### src/rtl/seven_segment_scan_cntrl.sv
// Seven-segment scan controller.
// Cycles a one-hot digit enable across NUM_DIGITS digits. Each digit is shown
// for REFRESH_DIV cycles and preceded by BLANK_CYCLES of blanking. New digit
// codes enter a shadow register through a load/ready handshake. They are
// committed to the display register only at the frame boundary, so a frame
// never mixes old and new values.
//
// Handshake: a load is accepted on any rising edge where load && ready is high.
// ready stays low from that acceptance until the next frame boundary commits
// the shadow register. Loads presented while ready is low are dropped.
//
// Optional build macro SEVEN_SEG_SCAN_DIM_EN adds a 3-bit 'bright' input. It
// shortens the lit part of each SHOW window to ((bright+1)*REFRESH_DIV)>>3
// cycles.
module seven_segment_scan_cntrl #(
  parameter int NUM_DIGITS   = 4,
  parameter int REFRESH_DIV  = 100000,
  parameter int BLANK_CYCLES = 1000
) (
  input  logic                    clk,
  input  logic                    rst,
  input  logic                    load,
  input  logic [3*NUM_DIGITS-1:0] load_data,
`ifdef SEVEN_SEG_SCAN_DIM_EN
  input  logic [2:0]              bright,
`endif
  output logic                    ready,
  output logic                    seg_a,
  output logic                    seg_b,
  output logic                    seg_c,
  output logic                    seg_d,
  output logic                    seg_e,
  output logic                    seg_f,
  output logic                    seg_g,
  output logic [NUM_DIGITS-1:0]   dig_en,
  output logic                    frame_done
);

  localparam int CNT_MAX = (REFRESH_DIV > BLANK_CYCLES) ? REFRESH_DIV : BLANK_CYCLES;
  localparam int CNT_W   = $clog2(CNT_MAX);
  localparam int IDX_W   = $clog2(NUM_DIGITS);
  localparam int DW      = 3 * NUM_DIGITS;

  localparam logic [CNT_W-1:0] BLANK_LAST   = CNT_W'(BLANK_CYCLES - 1);
  localparam logic [CNT_W-1:0] REFRESH_LAST = CNT_W'(REFRESH_DIV - 1);
  localparam logic [IDX_W-1:0] IDX_LAST     = IDX_W'(NUM_DIGITS - 1);

  typedef enum logic {
    ST_BLANK = 1'b0,
    ST_SHOW  = 1'b1
  } state_t;

  state_t            state, state_n;
  logic [IDX_W-1:0]  idx, idx_n;
  logic [CNT_W-1:0]  cnt, cnt_n;
  logic [DW-1:0]     shadow, shadow_n;
  logic [DW-1:0]     display, display_n;
  logic              pending, pending_n;
  logic              boundary;
  logic [6:0]        seg_q, seg_n;
  logic [NUM_DIGITS-1:0] dig_en_n;
  logic [DW-1:0]     disp_shift;
  logic [2:0]        code;
`ifdef SEVEN_SEG_SCAN_DIM_EN
  logic [35:0]       dim_thr;
`endif

  // {a,b,c,d,e,f,g} pattern for a 3-bit code; 4..7 all show "E".
  function automatic logic [6:0] decode(input logic [2:0] c);
    case (c)
      3'd0:    decode = 7'b1111110;
      3'd1:    decode = 7'b0110000;
      3'd2:    decode = 7'b1101101;
      3'd3:    decode = 7'b1111001;
      default: decode = 7'b1001111;
    endcase
  endfunction

  // Next state, handshake and registered-output values.
  always_comb begin
    state_n   = state;
    idx_n     = idx;
    cnt_n     = cnt + CNT_W'(1);
    boundary  = 1'b0;
    shadow_n  = shadow;
    display_n = display;
    pending_n = pending;
    seg_n     = 7'b0;
    dig_en_n  = '0;
    code      = 3'd0;
    disp_shift = '0;
`ifdef SEVEN_SEG_SCAN_DIM_EN
    dim_thr   = '0;
`endif

    case (state)
      ST_BLANK: begin
        if (cnt == BLANK_LAST) begin
          state_n = ST_SHOW;
          cnt_n   = '0;
        end
      end
      ST_SHOW: begin
        if (cnt == REFRESH_LAST) begin
          state_n  = ST_BLANK;
          cnt_n    = '0;
          boundary = (idx == IDX_LAST);
          idx_n    = (idx == IDX_LAST) ? '0 : idx + IDX_W'(1);
        end
      end
      default: begin
        state_n = ST_BLANK;
        cnt_n   = '0;
      end
    endcase

    // Commit uses pending as registered before this edge. A capture on the
    // same edge therefore waits for the following boundary.
    if (boundary && pending) begin
      display_n = shadow;
      pending_n = 1'b0;
    end
    if (load && !pending) begin
      shadow_n  = load_data;
      pending_n = 1'b1;
    end

    if (state_n == ST_SHOW) begin
      dig_en_n   = {{(NUM_DIGITS-1){1'b0}}, 1'b1} << idx_n;
      disp_shift = display_n >> (3 * idx_n);
      code       = disp_shift[2:0];
      seg_n      = decode(code);
`ifdef SEVEN_SEG_SCAN_DIM_EN
      dim_thr = (36'({1'b0, bright} + 4'd1) * 36'(REFRESH_DIV)) >> 3;
      if (36'(cnt_n) >= dim_thr)
        seg_n = 7'b0;
`endif
    end
  end

  // State, datapath and output registers.
  always_ff @(posedge clk) begin
    if (rst) begin
      state      <= ST_BLANK;
      idx        <= '0;
      cnt        <= '0;
      shadow     <= '0;
      display    <= '0;
      pending    <= 1'b0;
      seg_q      <= 7'b0;
      dig_en     <= '0;
      frame_done <= 1'b0;
    end else begin
      state      <= state_n;
      idx        <= idx_n;
      cnt        <= cnt_n;
      shadow     <= shadow_n;
      display    <= display_n;
      pending    <= pending_n;
      seg_q      <= seg_n;
      dig_en     <= dig_en_n;
      frame_done <= boundary;
    end
  end

  assign ready = ~pending;
  assign {seg_a, seg_b, seg_c, seg_d, seg_e, seg_f, seg_g} = seg_q;

endmodule

### config.mk
export PLATFORM = sky130hd
export DESIGN_NAME = seven_segment_scan_cntrl
export DESIGN_NICKNAME = d
export VERILOG_FILES = /design/src/rtl/seven_segment_scan_cntrl.sv
export SDC_FILE = /design/constraint.sdc
export NUM_CORES = 1
export LEC_CHECK = 0
export BUFFER_PORTS_ARGS = -buffer_cell sky130_fd_sc_hd__clkbuf_2
export CORE_ASPECT_RATIO = 2
export CORE_MARGIN = 3
export CORE_UTILIZATION = 40
export CTS_CLUSTER_DIAMETER = 60
export CTS_CLUSTER_SIZE = 16
export DETAILED_ROUTE_END_ITERATION = 12
export MAX_ROUTING_LAYER = met4
export PLACE_DENSITY = 0.68
export SLEW_MARGIN = 20
export SYNTH_ARGS = -nofsm -noshare
export SYNTH_HDL_FRONTEND = slang
export SYNTH_SLANG_ARGS = --single-unit
### constraint.sdc
create_clock -name clk -period 7.9 [get_ports clk]
set_input_delay 0.395 -clock clk [delete_from_list [all_inputs] [get_ports clk]]
set_output_delay 0.395 -clock clk [all_outputs]
set_load 0.1 [all_outputs]
After elaboration in Yosys (flattened, before gate mapping)
Cells that the tools add are included. W data, S select, Z words.

Register bits: 57. Bits in latches: 0. Memory bits (writable): 0. Memory bits (read-only): 0. Input port bits: 15. Output and inout port bits: 13. Logic and storage cells: 44. Memories kept: 0.

Add/sub/neg operators: 2. Multipliers: 1. Divide/modulo/power cells: 0. $lt $le $gt $ge: 0. Eq/ne operators: 6. Shift-type cells: 2. Mux-type cells: 15. Bitwise gates (word level): 3. Reductions and logical operators: 6.

Operators by type and width (count): $mux W17 (2); $pmux W17 S2 (1); $pmux W7 S4 (1); $add A17 B1 Y17 const B (1); $eq A17 B10 Y1 const B (1); $eq A17 B17 Y1 const B (1); $mux W12 (1); $shr A12 B4 Y3 (1); $eq A3 B2 Y1 const B (2); $mux W1 (6); $mux W2 (3); $mul A2 B2 Y4 const A (1); $shl A1 B2 Y4 const A (1); $eq A3 B1 Y1 const B (1); $logic_not A3 Y1 (1); $not A1 Y1 (3); $add A2 B1 Y2 const B (1); $eq A2 B2 Y1 const B (1); $logic_and A1 B1 Y1 (2); $pmux W1 S2 (1); $reduce_bool A2 Y1 (1); $reduce_or A2 Y1 (1); $logic_not A1 Y1 (1).

Logic depth before layout (Yosys ltp)
Word-level depth: 8. Gate-level depth with buffers: 11. Gate-level depth less buffers: 9.

Worst setup path before layout
No wires, ideal clock.

Path kind: register to register. Start: register cnt[0]. End: register seg_q[3]. Library setup time: 0.134 ns. Arrival time: 2.423 ns. Data required time: 7.766 ns. Setup slack: 5.343 ns. Stages on the path, launching flop included: 12. Buffers on the path: 2. Period minus slack after synthesis: 2.557 ns. Cells stage by stage: dfxtp_1 > ha_1 > and4_1 > nand3_1 > or4_4 > buf_6 > mux2i_4 > buf_6 > a211oi_1 > o22ai_2 > nor2_1 > a21oi_1.

Longest elaborated chain between the ends: 8. Elaborated cells between the ends (all ways): 20. Those cells by class: mul (1); eq/ne (5); shift (1); mux (9); bitwise (1); reduce/logical (3).

RTL lines: start, declared (RTL line 55) `logic [CNT_W-1:0] cnt, cnt_n;`; start signal, assigned (RTL line 156) `cnt <= cnt_n;`; branches (longest 8 deep; another with $mul A2 B2 Y4); end signal, assigned (RTL line 160) `seg_q <= seg_n;`; end, declared (RTL line 60) `logic [6:0] seg_q, seg_n;`.

Several ways; the timed one is not identified. A chain may end at the register's enable or synchronous reset.

Worst setup path in the final report
Start: register cnt[0]. End: register seg_q[4].

Same word-level chain as after synthesis.

==> out/results.txt <==
status: complete, no violations
layout cells sized above 1: 17.5%
VDD IR max: 0.170 mV
Final WS setup: 4890 ps
Max Freq: 0.333 GHz
Synth area leader: dfxtp_1
number of global-route vias before repair: 1850
post-synthesis cell type count: 40
# hold bufs at CTS: 0
PostCTS Resize Cnt: 0
initial antenna violation count: 0
clk buf depth: 2
ys flop type: dfxtp_1
hpwl dp: 3640 µm
Comb pwr share: 3.9%
net count after synthesis: 305
worst slew pin tran: 723 ps
fillers: 610
CTS tree: built
Post-synth ARST share: 0%
Switching Share: 21.4%
sequential share of the synthesized area: 46.7%
Routed Antenna Nets: 0
max_cap viols: 0
multi-input logic area: 0.00119 mm²
period utilisation layout: 38.0%
first-pass GRT wire length: 8300 µm
die span in x: 60.8 µm
Syn Area/Cell: 8.33 µm²
clock sink count: 56
cell area after synthesis: 0.00240 mm²
Final Wtd Congestion: 0.804
Worst Hold Class: primary input to register
Post-route DRC: 0
gr ovfl total: 0
CP Launch Type: register
sequential share of power: 51.6%
CTS H-tree depth: 2
synth cell count leaders: 72 x nand2_1, 56 x dfxtp_1, 30 x nor2_1
DIE HEIGHT: 116 µm
cells taking the most area after synthesis: dfxtp_1 47%, nand2_1 11%, a21oi_1 5.8%, nor2_1 4.7%, xor2_1 3.7%
Starting Density: 41.7%
PwrDens: 208 mW/mm²
post-DR vias/cell: 5.25
internal power: 0.444 mW
clock skew: 7.99 ps
critical-path maximum fanout: 14
Post-CTS Setup Repair Bufs: 0
fin. max-slew vios: 0
ANT cells: 0
Total Wirelength: 4950 µm
total negative slack: 0 ps
Vias: 1941
Setup CP Type: register to register
unrepaired setup endpoints after global routing: false
Boundary Pins: 28
Num CTS Buffers: 5
CP Data Required Time: 8080 ps
Synth Register Bits: 56
share of Yosys cell area claimed by the top area cell type: 46.7%
Syn-to-layout area delta: 13.2%
critical path capture point type: register
Clk pwr share: 44.5%
1st-pass router iterations: 4
CTS root buffer: clkbuf_16
Storage cell area: 0.00112 mm²
switching power: 0.121 mW
initial DRC count: 62
Final setup viols: 0
largest net degree at the start of global routing: 30
core area: 0.00576 mm²
Final min period: 3010 ps
cell row count: 39
Port Buffers: 27
worst rel slew slack: 51.7%
most numerous cell in the Yosys netlist: nand2_1
pre-CTS WS: 4930 ps
Skew-Pair Late Insertion Delay: 300 ps
Arr. time, crit path: 3180 ps
Nets: 325
Reg clk slew, reported paths: 70 ps
die area: 0.00702 mm²
Post-synth EDFFs: 0
leak pwr: 1.06 nW
Yosys Warn Count: 0
GRT Overall Usage: 16.4%
endpoints failing hold: 0
Post-Syn Instances: 288
WL per Instance: 13.4 µm
## power groups by stage
stage,Sequential (mW),Combinational (mW),Clock (mW)
finish,0.292,0.0218,0.252
global route,0.293,0.0248,0.266
CTS,0.292,0.0221,0.257
detailed placement,0.299,0.0221,0
global placement,0.298,0.0215,0
floorplan,0.296,0.0168,0
## through the flow
step | power (mW) | util (%) | instances | hold WS [ps] | area [µm²]
global placement | 0.320 | 44.1 | 362 | 441 | 2540
detailed placement | 0.321 | 44.1 | 362 | 446 | 2540
floorplan | 0.313 | - | 288 | 430 | 2400
finish | 0.566 | 47.2 | 370 | 313 | 2720
global route | 0.583 | 47.2 | 370 | 315 | 2720
CTS | 0.572 | 47.0 | 370 | 307 | 2710
## cell type report
cell class              count  share of cell area, %
multi-input cells         212                   43.9
well taps                  61                   2.81
repair buffers             27                   4.98
inverters                   6                  0.829
clock inverters             3                   1.57
clock buffers               5                   4.61
flip-flops and latches     56                   41.3
## path summary, 6_finish.rpt
check	endpoint	startpoint	slack, ps	cells after the start
worst min register to register	display[10]	display[10]	450	2
worst max-delay path	seg_q[4]	cnt[0]	4890	9
worst min-delay path	shadow[8]	load_data[8]	310	3
worst max register to register	seg_q[4]	cnt[0]	4890	9
## registers in the layout, indices dropped and copies added (netlist names)
signal and flops:
idx 2, shadow 12, cnt 17, frame_done 1
state 1, dig_en 4, pending 1, display 12
seg_q 6
## metal layers
layer | routed length, µm | GRT usage [%]
met3 | 96 | 3.12
met2 | 2760 | 28.0
met4 | 205 | 10.9
met5 | 0 | -
met1 | 1880 | 16.1
## critical path, cell delays in order (launching register included)
cell     delay, ps
dfxtp_1        380
ha_1           260
and4_1         230
nand3_1        110
or4_4          620
mux2i_4        450
mux2i_1        370
o22a_1         250
nor2b_1        170
nor3_2          50
## logic make-up (layout without fill, tap and decap cells)
group / Yosys count / after routing / synth area share, %
xor+xnor: 15 / 15 / 5.48
simple gates: 143 / 143 / 27.9
buf+inv: 20 / 41 / 3.96
fa+ha+maj: 2 / 2 / 1.04
compound gates: 42 / 42 / 9.86
mux: 10 / 10 / 5.01
flops: 56 / 56 / 46.7
## cells in the final DEF, fill, tap and decap left out, types with 6 or more instances in the layout
cell | synthesis | routed
a21oi_1 | 28 | 28
o21ai_0 | 6 | 6
nor2_1 | 30 | 30
nand2_1 | 72 | 72
inv_1 | 6 | 6
dfxtp_1 | 56 | 56
xor2_1 | 10 | 10
clkbuf_2 | 0 | 27
nand3_1 | 7 | 7
mux2_2 | 6 | 6
No activity file was read; power rests on OpenSTA's default activity.
